--- src/rtl/utmi_pkg.sv ---
// rtl/utmi_pkg.sv - shared types and grant encodings for the UTMI transmit arbiter
package utmi_pkg;

  typedef enum logic [1:0] {
    IDLE = 2'd0,
    SEND = 2'd1,
    GAP  = 2'd2
  } utmi_tx_arb_state_t;

  localparam logic [1:0] GRANT_NONE = 2'b00;
  localparam logic [1:0] GRANT_REQ0 = 2'b01;
  localparam logic [1:0] GRANT_REQ1 = 2'b10;

endpackage

--- src/rtl/utmi_tx_arb.sv ---
// rtl/utmi_tx_arb.sv - two-source packet arbiter and byte sequencer for the UTMI transmit pins
module utmi_tx_arb
  import utmi_pkg::*;
#(
  parameter int GAP_CYCLES = 8
) (
  input  logic       phy_clk_i,
  input  logic       rst_i,
  input  logic       req0_valid_i,
  input  logic [7:0] req0_data_i,
  input  logic       req0_last_i,
  output logic       req0_ready_o,
  input  logic       req1_valid_i,
  input  logic [7:0] req1_data_i,
  input  logic       req1_last_i,
  output logic       req1_ready_o,
  input  logic       RxActive_i,
  input  logic       TxReady_i,
  output logic [7:0] DataOut_o,
  output logic       TxValid_o,
  output logic [1:0] grant_o,
  output logic       busy_o,
  output logic       tx_underrun_o
);

  // A zero gap still needs a legal one-bit counter.
  localparam int CW = (GAP_CYCLES > 0) ? $clog2(GAP_CYCLES + 1) : 1;

  utmi_tx_arb_state_t state_q, state_d;
  logic [1:0]         grant_q, grant_d;
  logic [7:0]         data_q, data_d;
  logic               txvalid_q, txvalid_d;
  logic               last_q, last_d;
  logic               underrun_q, underrun_d;
  logic [CW-1:0]      cnt_q, cnt_d;

  logic               sel_valid;
  logic [7:0]         sel_data;
  logic               sel_last;
  logic               can_take;
  logic               take;
  logic               phy_done;

  // Granted requester's byte stream; the other requester is never looked at.
  assign sel_valid = ((grant_q == GRANT_REQ0) && req0_valid_i) ||
                     ((grant_q == GRANT_REQ1) && req1_valid_i);
  assign sel_data  = (grant_q == GRANT_REQ1) ? req1_data_i : req0_data_i;
  assign sel_last  = (grant_q == GRANT_REQ1) ? req1_last_i : req0_last_i;

  // The output slot can take a byte when it is empty or being drained this cycle,
  // and never once the final byte of the packet is already loaded.
  assign can_take = (state_q == SEND) && !last_q && (!txvalid_q || TxReady_i);
  assign take     = can_take && sel_valid;
  assign phy_done = txvalid_q && TxReady_i;

  assign req0_ready_o  = can_take && (grant_q == GRANT_REQ0);
  assign req1_ready_o  = can_take && (grant_q == GRANT_REQ1);
  assign DataOut_o     = data_q;
  assign TxValid_o     = txvalid_q;
  assign grant_o       = grant_q;
  assign busy_o        = (state_q != IDLE);
  assign tx_underrun_o = underrun_q;

  // Next-state and datapath decisions for grant, byte hand-off and gap timing.
  always_comb begin
    state_d    = state_q;
    grant_d    = grant_q;
    data_d     = data_q;
    txvalid_d  = txvalid_q;
    last_d     = last_q;
    underrun_d = 1'b0;
    cnt_d      = cnt_q;
    unique case (state_q)
      IDLE: begin
        if (!RxActive_i) begin
          if (req0_valid_i) begin
            grant_d = GRANT_REQ0;
            state_d = SEND;
          end else if (req1_valid_i) begin
            grant_d = GRANT_REQ1;
            state_d = SEND;
          end
        end
      end
      SEND: begin
        if (take) begin
          data_d    = sel_data;
          last_d    = sel_last;
          txvalid_d = 1'b1;
        end else if (phy_done) begin
          // Either the packet finished or the requester ran dry mid-packet;
          // both end the packet, only the latter is flagged.
          txvalid_d  = 1'b0;
          last_d     = 1'b0;
          grant_d    = GRANT_NONE;
          underrun_d = !last_q;
          if (GAP_CYCLES == 0) begin
            state_d = IDLE;
          end else begin
            state_d = GAP;
            cnt_d   = CW'(GAP_CYCLES - 1);
          end
        end
      end
      GAP: begin
        if (cnt_q == '0) begin
          state_d = IDLE;
        end else begin
          cnt_d = cnt_q - CW'(1);
        end
      end
      default: begin
        state_d = IDLE;
        grant_d = GRANT_NONE;
      end
    endcase
  end

  // State registers; reset clears everything so a cut packet leaves no residue.
  always_ff @(posedge phy_clk_i or posedge rst_i) begin
    if (rst_i) begin
      state_q    <= IDLE;
      grant_q    <= GRANT_NONE;
      data_q     <= 8'h00;
      txvalid_q  <= 1'b0;
      last_q     <= 1'b0;
      underrun_q <= 1'b0;
      cnt_q      <= '0;
    end else begin
      state_q    <= state_d;
      grant_q    <= grant_d;
      data_q     <= data_d;
      txvalid_q  <= txvalid_d;
      last_q     <= last_d;
      underrun_q <= underrun_d;
      cnt_q      <= cnt_d;
    end
  end

endmodule
--- config.mk ---
export PLATFORM = sky130hd
export DESIGN_NAME = utmi_tx_arb
export DESIGN_NICKNAME = d
export VERILOG_FILES = /design/src/rtl/utmi_pkg.sv /design/src/rtl/utmi_tx_arb.sv
export SDC_FILE = /design/constraint.sdc
export NUM_CORES = 1
export LEC_CHECK = 0
export BUFFER_PORTS_ARGS = -buffer_cell sky130_fd_sc_hd__buf_2
export CORE_UTILIZATION = 35
export DETAILED_ROUTE_END_ITERATION = 8
export GPL_TIMING_DRIVEN = 0
export MAX_ROUTING_LAYER = met4
export PLACE_DENSITY_LB_ADDON = 0.15
export SKIP_LAST_GASP = 1
export SLEW_MARGIN = 20
export SYNTH_ARGS = -nofsm -noshare
export SYNTH_HDL_FRONTEND = slang
export SYNTH_SLANG_ARGS = --single-unit
--- constraint.sdc ---
create_clock -name phy_clk_i -period 2 [get_ports phy_clk_i]
set_input_delay 0.1 -clock phy_clk_i [delete_from_list [all_inputs] [get_ports phy_clk_i]]
set_output_delay 0.1 -clock phy_clk_i [all_outputs]
set_load 0.005 [all_outputs]
==> flow_summary.ini, run 1 <==
[status]
status = finished clean

[cts]
cts_tree = done
cts-buffers-inserted = 3
htreeDepth = 1
clk_pin_slew_worst_paths_ns = 0.12
cts.sinks = 19
clk_latency_ns = 0.29
clock-root-buffer = clkbuf_4
clockBufferDepth = 2

[yosys]
synth_mux_area_frac = 0.08706
syn_area_um2 = 1035
ys.warnings.count = 0
synth_nets = 137
synthAdderAreaFrac = 0.01209
synth-xor-area-share = 0
syn_avg_cell_area_um2 = 9.239
synth_cells = 112
synth-compound-area-share = 0.1572
synth-seq-cells = 19
ys_seq_area_frac = 0.4595
ys_types = 35
synth-simple-area-share = 0.2225
synth_top_family_by_area = simple AND/OR/NAND/NOR gates

[placement]
gp_congestion = 0.7377
dp_hpwl_um = 1732
port_buffers = 38
place_ws_ns = 0.3116

[grt]
grt_pass1_vias = 896
grt_util_all_layers = 0.1542
antenna_found_initial = 0
grt_pass1_wl_um = 3788
grt_max_degree = 20
grt-ovfl-total = 0

[drt]
wirelength_um = 2370
dr.first_iter.drc_count = 40
vias = 971
drc = 0
drt-pass1-iter-count = 4
ant_nets = 0
wl_per_cell_um = 12.74
vias_per_cell = 5.220

[setup_path]
crit_type = reg -> out
end_kind = primary output
r2r_end = cnt_q[1]$_DFFE_PP0P_
startpoint_type = flop
regToRegSetupSlack_ns = 0.29
max_stage_delay_ns = 0.39
required_ns = 1.90
r2r_start = state_q[1]$_DFFE_PP0P_
crit_family = simple AND/OR/NAND/NOR gates
crit_end = req0_ready_o
worstRegToRegCells = 6
crit_chain = buf_6, or3b_1, or2_2, nor3b_2, buf_2
crit_path_start = state_q[1]$_DFFE_PP0P_
cp_slowest_cell = dfrtp_1
cp_max_fo = 10
cp.depth = 5
cp.arrival_ns = 1.77
crit_buf_inv = 2

[sta]
tightest_slew_ns = 0.7503
max_freq_mhz = 535.4
finalWorstSetupSlack_ns = 0.1322
skew_ns = 0.004920
setup_violations = 0
finalHoldViolations = 0
maxSlewViolCount = 0
rsz0062_at_grt = no
holdWs_ns = 0.05979
setup_tns_ns = 0
relSlewSlack = 0.4992
finalCriticalPeriod_ns = 1.868
period_share = 0.9339

[floorplanning]
io_pins = 39
coreArea_um2 = 2781
start_util = 0.3720
dieWidth_um = 56.37
chipHeight_um = 56.37
fp-row-count = 19
die-area_um2 = 3178

[power]
power_density_nw_per_um2 = 1217
clockPowerShare = 0.125
p_int_uw = 950.4
combPwrFrac = 0.476
p_leak_nw = 0.6983
swShare = 0.4019
p_switching_uw = 638.7
seqPwrFrac = 0.400
ir_drop_mv = 0.5866

[cells_and_area]
final_cell_mix = buf_2 (38), dfrtp_1 (19), nand2_1 (19)
nets = 181
drive_gt1_frac = 0.3097
num_antenna_cells = 0
final_common_cell = buf_2
final_util = 0.4696
area_growth_pct = 26.24

[hold_path]
hold_class = in -> reg

[flow_run]
maxCapViolations = 0
[worst min-delay path by stage]
stage,end,depth (start not counted),slack [ns],from
2_1_floorplan,DataOut_o[0]$_DFFE_PP0P_,1,0.05,rst_i
3_3_place_gp,DataOut_o[4]$_DFFE_PP0P_,2,0.27,rst_i
3_5_place_dp,DataOut_o[4]$_DFFE_PP0P_,2,0.28,rst_i
4_1_cts,DataOut_o[1]$_DFFE_PP0P_,3,0.06,req1_data_i[1]
5_1_grt,DataOut_o[4]$_DFFE_PP0P_,3,0.08,req1_data_i[4]
6_report,DataOut_o[1]$_DFFE_PP0P_,3,0.06,req1_data_i[1]
[kinds of logic after synthesis]
kind of cell	after synthesis
buf+inv	12
fa+ha+maj	1
mux	9
compound gates	26
flops	19
simple gates	45
[Yosys cell counts (all sizes together)]
cell type,n,share of area
a211o,1,0.0085
a21oi,2,0.0097
a22oi,1,0.0073
a31oi,1,0.0060
a41oi,2,0.017
and2,2,0.012
buf,3,0.029
clkbuf,2,0.0073
clkinv,1,0.0036
dfrtp,19,0.46
ha,1,0.012
inv,6,0.022
mux2i,9,0.087
nand2,19,0.069
nand2b,1,0.0060
nand3,3,0.015
nand3b,2,0.015
nand4,2,0.012
nor2,4,0.015
nor2b,2,0.012
nor3,2,0.0097
nor3b,2,0.015
nor4,1,0.0060
o21a,1,0.0073
o21ai,13,0.063
o21bai,1,0.0073
o22ai,1,0.0060
o2bb2ai,3,0.025
or2,1,0.0060
or3,1,0.0060
or3b,1,0.0085
or4,1,0.0073
or4b,1,0.0097
[power groups by stage]
| stage | Clock (mW) | Sequential (mW) | Combinational, mW |
|---|---|---|---|
| global placement | 0 | 0.636 | 0.735 |
| CTS | 0.205 | 0.635 | 0.763 |
| detailed placement | 0 | 0.643 | 0.753 |
| finish | 0.198 | 0.635 | 0.756 |
| floorplan | 0 | 0.635 | 0.508 |
| global route | 0.216 | 0.654 | 0.858 |
[state kept, by name, summed over array words and instances, names as in the netlist]
register,flops
grant_o,2
state_q,2
TxValid_o,1
cnt_q,4
DataOut_o,8
tx_underrun_o,1
last_q,1
[metrics by stage]
| stage | cell area (um^2) | instances | power (mW) |
|---|---|---|---|
| 2_1_floorplan | 1035 | 112 | 1.143 |
| 3_3_place_gp | 1264 | 181 | 1.371 |
| 3_5_place_dp | 1264 | 181 | 1.395 |
| 4_1_cts | 1301 | 186 | 1.602 |
| 5_1_grt | 1306 | 186 | 1.728 |
| 6_report | 1306 | 186 | 1.589 |
[per-layer routing]
metal | vias to the layer above | part of all wire | GRT usage
met2 | 28 | 0.51 | 0.2653
met3 | 2 | 0.049 | 0.02304
met1 | 463 | 0.43 | 0.1891
li1 | 478 | - | -
met5 | - | 0 | -
met4 | 0 | 0.0063 | 0.04181
[worst reg2reg max path: stages (launching register included)]
cell,delay (ns)
dfrtp_1,0.39
buf_6,0.13
or3b_1,0.38
a211o_1,0.33
buf_6,0.18
a31oi_1,0.14
a21oi_1,0.06
[what timing repair did]
| action | in CTS | in global routing |
|---|---|---|
| hold buffers | 1 | 0 |
| gates resized for setup | 0 | 1 |
| endpoints found under the setup margin | 0 | 1 |
| setup buffers | 0 | 0 |
| hold endpoints to repair | 19 | 0 |
[layout make-up]
class | instances | area, um^2
Fill cell | 271 | 1475
Multi-Input combinational cell | 81 | 500.5
Sequential cell | 19 | 475.5
Timing Repair Buffer | 39 | 200.2
Tap cell | 31 | 38.79
Buffer | 5 | 37.54
Inverter | 7 | 26.28
Clock buffer | 3 | 22.52
Clock inverter | 1 | 5.005
No activity file was read; power rests on OpenSTA's default activity.
==> inputs of run 2 (changes only) <==
--- a/config.mk
+++ b/config.mk
@@ -10,7 +10,6 @@
 export DETAILED_ROUTE_END_ITERATION = 8
 export GPL_TIMING_DRIVEN = 0
 export MAX_ROUTING_LAYER = met4
-export PLACE_DENSITY_LB_ADDON = 0.15
 export SKIP_LAST_GASP = 1
 export SLEW_MARGIN = 20
 export SYNTH_ARGS = -nofsm -noshare
==> flow_summary.ini, run 2 (synthesized netlist as in run 1, its figures left out) <==
[placement]
port_buffers = 38
place_ws_ns = 0.2838
gp_congestion = 0.8615
place_inst = 181
dp_hpwl_um = 1817

[power]
p_int_uw = 953.8
power_density_nw_per_um2 = 1214
swShare = 0.3979
p_switching_uw = 630.4
seqPwrFrac = 0.402
clockPowerShare = 0.121
ir_drop_mv = 0.8159
p_leak_nw = 0.6956
combPwrFrac = 0.477

[grt]
grt_util_all_layers = 0.1684
grt_max_degree = 20
grt_pass1_vias = 909
grt-ovfl-total = 0
antenna_found_initial = 0
grt_pass1_wl_um = 4057

[sta]
setup_violations = 0
finalHoldViolations = 0
skew_ns = 0.001308
finalCriticalPeriod_ns = 1.868
finalWorstSetupSlack_ns = 0.1317
holdWs_ns = 0.07233
maxSlewViolCount = 0
rsz0062_at_grt = no
tightest_slew_ns = 0.7095
setup_tns_ns = 0
relSlewSlack = 0.5265
period_share = 0.9342
max_freq_mhz = 535.2

[setup_path]
crit_type = reg -> out
worstRegToRegCells = 6
end_kind = primary output
startpoint_type = flop
max_stage_delay_ns = 0.38
cp_slowest_cell = dfrtp_1
cp.arrival_ns = 1.77
crit_chain = buf_6, or3b_1, or2_2, nor3b_2, buf_2
cp_max_fo = 10
required_ns = 1.90

[floorplanning]
dieWidth_um = 56.37
chipHeight_um = 56.37
coreArea_um2 = 2781
io_pins = 39
die-area_um2 = 3178
start_util = 0.3720
fp-row-count = 19

[drt]
dr.first_iter.drc_count = 15
drc = 0
vias = 961
wl_per_cell_um = 12.56
ant_nets = 0
vias_per_cell = 5.167
drt-pass1-iter-count = 4
wirelength_um = 2337

[cells_and_area]
largest_reg_flops = 8
area_growth_pct = 26.12
nets = 181
final_common_cell = buf_2
drive_gt1_frac = 0.3032
layoutNonFillerInstCount = 186
final_cell_mix = buf_2 (38), dfrtp_1 (19), nand2_1 (19)
num_antenna_cells = 0

[hold_path]
hold_class = in -> reg
min_path_cells = 3

[cts]
clk_latency_ns = 0.29
postCtsSetupRepairBufs = 0
clockBufferDepth = 2
cts.sinks = 19
cts_tree = done
cts-buffers-inserted = 3
htreeDepth = 1
clock-root-buffer = clkbuf_4
clk_pin_slew_worst_paths_ns = 0.10

[status]
status = finished clean

[flow_run]
maxCapViolations = 0
run 2: changes by cell type in the layout (fill, tap and decap cells not counted), sizes merged:
cell / change
clkinv: -1
clkbuf: +1
run 2: worst max-delay path, delay by kind of cell (launching register included):
kind	cells	cell delay [ns]
and+or+nand+nor	3	0.83
DFF	1	0.38
buffers and inverters	2	0.26
run 2: per-layer routing:
metal  vias to the layer above  share of wire  GRT usage  routed length, um
li1                        485              -          -                  -
met1                       459           0.47     0.2157               1089
met2                        15           0.49     0.2636               1151
met3                         2          0.033    0.04839                 78
met4                         0         0.0077    0.04181                 18
met5                         -              0          -                  0
run 2: final timing paths:
kind	start	slack, ns	end
setup reg to reg	state_q[1]$_DFFE_PP0P_	0.27	cnt_q[1]$_DFFE_PP0P_
max in group asynchronous	rst_i	1.11	grant_o[0]$_DFFE_PP0P_
min in group asynchronous	rst_i	0.45	DataOut_o[0]$_DFFE_PP0P_
hold / removal	req1_data_i[4]	0.07	DataOut_o[4]$_DFFE_PP0P_
hold reg to reg	last_q$_DFFE_PP0P_	0.48	tx_underrun_o$_DFF_PP0_
setup / recovery	state_q[1]$_DFFE_PP0P_	0.13	req0_ready_o
run 2: cell type report:
class,instances,area [um^2]
Fill cell,296,1476
Multi-Input combinational cell,81,500.5
Sequential cell,19,475.5
Timing Repair Buffer,39,200.2
Tap cell,31,38.79
Buffer,5,37.54
Clock buffer,4,26.28
Inverter,7,26.28
run 2: power by group through the flow:
stage                     Combinational, mW  Sequential [mW]  Clock (mW)
after floorplan                       0.508            0.635           0
after global placement                0.739            0.637           0
after detailed placement              0.762            0.643           0
after CTS                             0.765            0.634       0.200
after global routing                  0.854            0.659       0.218
final                                 0.756            0.637       0.191
run 2: through the flow:
step | instance area (um^2) | util | power, mW
3_3_place_gp | 1264 | 0.4543 | 1.375
4_1_cts | 1300 | 0.4674 | 1.598
3_5_place_dp | 1264 | 0.4543 | 1.405
5_1_grt | 1305 | 0.4692 | 1.731
2_1_floorplan | 1035 | - | 1.143
6_report | 1305 | 0.4692 | 1.584
run 2: repair_timing:
item / 4_1_cts / 5_1_grt
resized for setup: 0 / 1
hold buffers: 1 / 0
hold endpoints to repair: 19 / 0
setup endpoints to repair: 0 / 1
==> inputs of run 3 (changes only) <==
--- a/config.mk
+++ b/config.mk
@@ -5,6 +5,7 @@
 export SDC_FILE = /design/constraint.sdc
 export NUM_CORES = 1
 export LEC_CHECK = 0
+export ABC_AREA = 1
 export BUFFER_PORTS_ARGS = -buffer_cell sky130_fd_sc_hd__buf_2
 export CORE_UTILIZATION = 35
 export DETAILED_ROUTE_END_ITERATION = 8
==> flow_summary.ini, run 3 <==
[cells_and_area]
nets = 216
largest_reg_flops = 8
seqCellArea_um2 = 475.5
final_common_cell = nand2_1
multi_input_area_um2 = 485.5
fillers = 287
layoutNonFillerInstCount = 221
fin_area_um2 = 1351
num_antenna_cells = 0
drive_gt1_frac = 0.2947
final_cell_mix = nand2_1 (50), buf_2 (39), inv_1 (24)
area_growth_pct = 24.57
final_util = 0.4737

[cts]
cts-buffers-inserted = 3
clock-root-buffer = clkbuf_4
clk_pin_slew_worst_paths_ns = 0.12
cts_hold_buf = 1
clk_latency_ns = 0.31
htreeDepth = 1
cts_tree = done
postCtsSetupRepairBufs = 0
cts_resized = 0
clockBufferDepth = 2
cts.sinks = 19

[sta]
setup_violations = 0
tightest_slew_ns = 0.7524
relSlewSlack = 0.4978
maxSlewViolCount = 0
finalHoldViolations = 0
rsz0062_at_grt = no
setup_tns_ns = 0
max_freq_mhz = 663.1
skew_ns = 0.01388
holdWs_ns = 0.04370
period_share = 0.7541
finalCriticalPeriod_ns = 1.508

[setup_path]
end_kind = primary output
required_ns = 1.90
cp.arrival_ns = 1.41
startpoint_type = flop
crit_type = reg -> out
cp_max_fo = 10
regToRegSetupSlack_ns = 0.62

[placement]
place_area_um2 = 1314
port_buffers = 38
dp_hpwl_um = 2014
gp_congestion = 0.7466
place_inst = 216

[yosys]
synth_top_area_frac = 0.4383
synth-edff-count = 0
synthArstFlopShare = 1.000
syn_avg_cell_area_um2 = 7.380
ys_types = 23
synth_cells = 147
synth-seq-cells = 19
ys_seq_area_frac = 0.4383
synth_area_leaders = dfrtp_1 (44%), nand2_1 (17%), inv_1 (8.3%)
yosysMostFrequentCell = nand2_1
syn_area_um2 = 1085
ys.warnings.count = 0
synth_nets = 172
ys.flop_type = dfrtp_1
synth_area_leader_cell = dfrtp_1
synth_common_cells = nand2_1 (50), inv_1 (24), dfrtp_1 (19)

[drt]
ant_nets = 0
wl_per_cell_um = 11.66
drt-pass1-iter-count = 6
drc = 1
vias = 1062
dr.first_iter.drc_count = 27
vias_per_cell = 4.805
wirelength_um = 2577

[grt]
grt-ovfl-total = 0
antenna_found_initial = 0
grt_util_all_layers = 0.1831
grt_pass1_wl_um = 4540
grt_max_degree = 20
grt_pass1_vias = 1089

[floorplanning]
die-area_um2 = 3326
fp-row-count = 19
io_pins = 39
coreArea_um2 = 2853
dieWidth_um = 57.67
start_util = 0.3803
chipHeight_um = 57.67

[power]
p_int_uw = 970.3
p_switching_uw = 795.5
ir_drop_mv = 0.5778
power_density_nw_per_um2 = 1307
combPwrFrac = 0.511
seqPwrFrac = 0.377
clockPowerShare = 0.113
swShare = 0.4505
p_leak_nw = 0.8307

[status]
violations = design-rule violations
status = finished with violations

[flow_run]
maxCapViolations = 0

[hold_path]
hold_class = in -> reg
run 3: final cells by class:
cell class,instances,area share
buffer,2,0.01204
timing repair buffer,39,0.1481
inverter,28,0.07963
tap,31,0.02870
clock inverter,1,0.003704
multi-input combinational,98,0.3593
clock buffer,3,0.01667
sequential,19,0.3519
run 3: cells by family (layout without fill, tap and decap cells):
logic type                 after synthesis  after routing  synth area share
and+or+nand+nor                         82             82            0.3403
DFF                                     19             19            0.4383
buffers and inverters                   30             73            0.1142
AOI/OAI and AO/OA                       14             14           0.08766
adders and majority gates                1              1           0.01153
xor gates and xnor gates                 1              1          0.008075
run 3: worst max-delay path, stage by stage (launching register included):
cell	delay, ns
dfrtp_1	0.42
inv_1	0.11
nand2_2	0.14
buf_2	0.22
nor2_1	0.11
buf_2	0.12
run 3: per-stage QoR:
step	worst slack, ns	power [mW]
after global routing	0.3779	1.958
after global placement	0.6595	1.546
after CTS	0.4693	1.787
after floorplan	0.7920	1.287
final	0.4919	1.766
after detailed placement	0.6294	1.584
run 3: power groups by stage:
stage	sequential, mW	combinational [mW]	clock, mW
floorplan	0.667	0.620	0
finish	0.666	0.902	0.199
global route	0.691	1.04	0.226
detailed placement	0.674	0.910	0
global placement	0.668	0.878	0
CTS	0.667	0.916	0.205
run 3: path summary, 6_finish.rpt:
check | from | end | cells after the start
max in group asynchronous | rst_i | grant_o[1]$_DFFE_PP0P_ | 3
min reg2reg | DataOut_o[7]$_DFFE_PP0P_ | DataOut_o[7]$_DFFE_PP0P_ | 2
max | grant_o[0]$_DFFE_PP0P_ | req1_ready_o | 5
min | req1_data_i[1] | DataOut_o[1]$_DFFE_PP0P_ | 3
min in group asynchronous | rst_i | TxValid_o$_DFFE_PP0P_ | 3
max reg2reg | cnt_q[0]$_DFFE_PP0P_ | cnt_q[2]$_DFFE_PP0P_ | 8
run 3: routing by layer:
layer,vias to the layer above,track usage,share of wire
met4,0,0.02041,0.0031
met2,25,0.3488,0.52
met3,2,0.04018,0.042
met5,-,-,0
li1,543,-,-
met1,492,0.2003,0.44
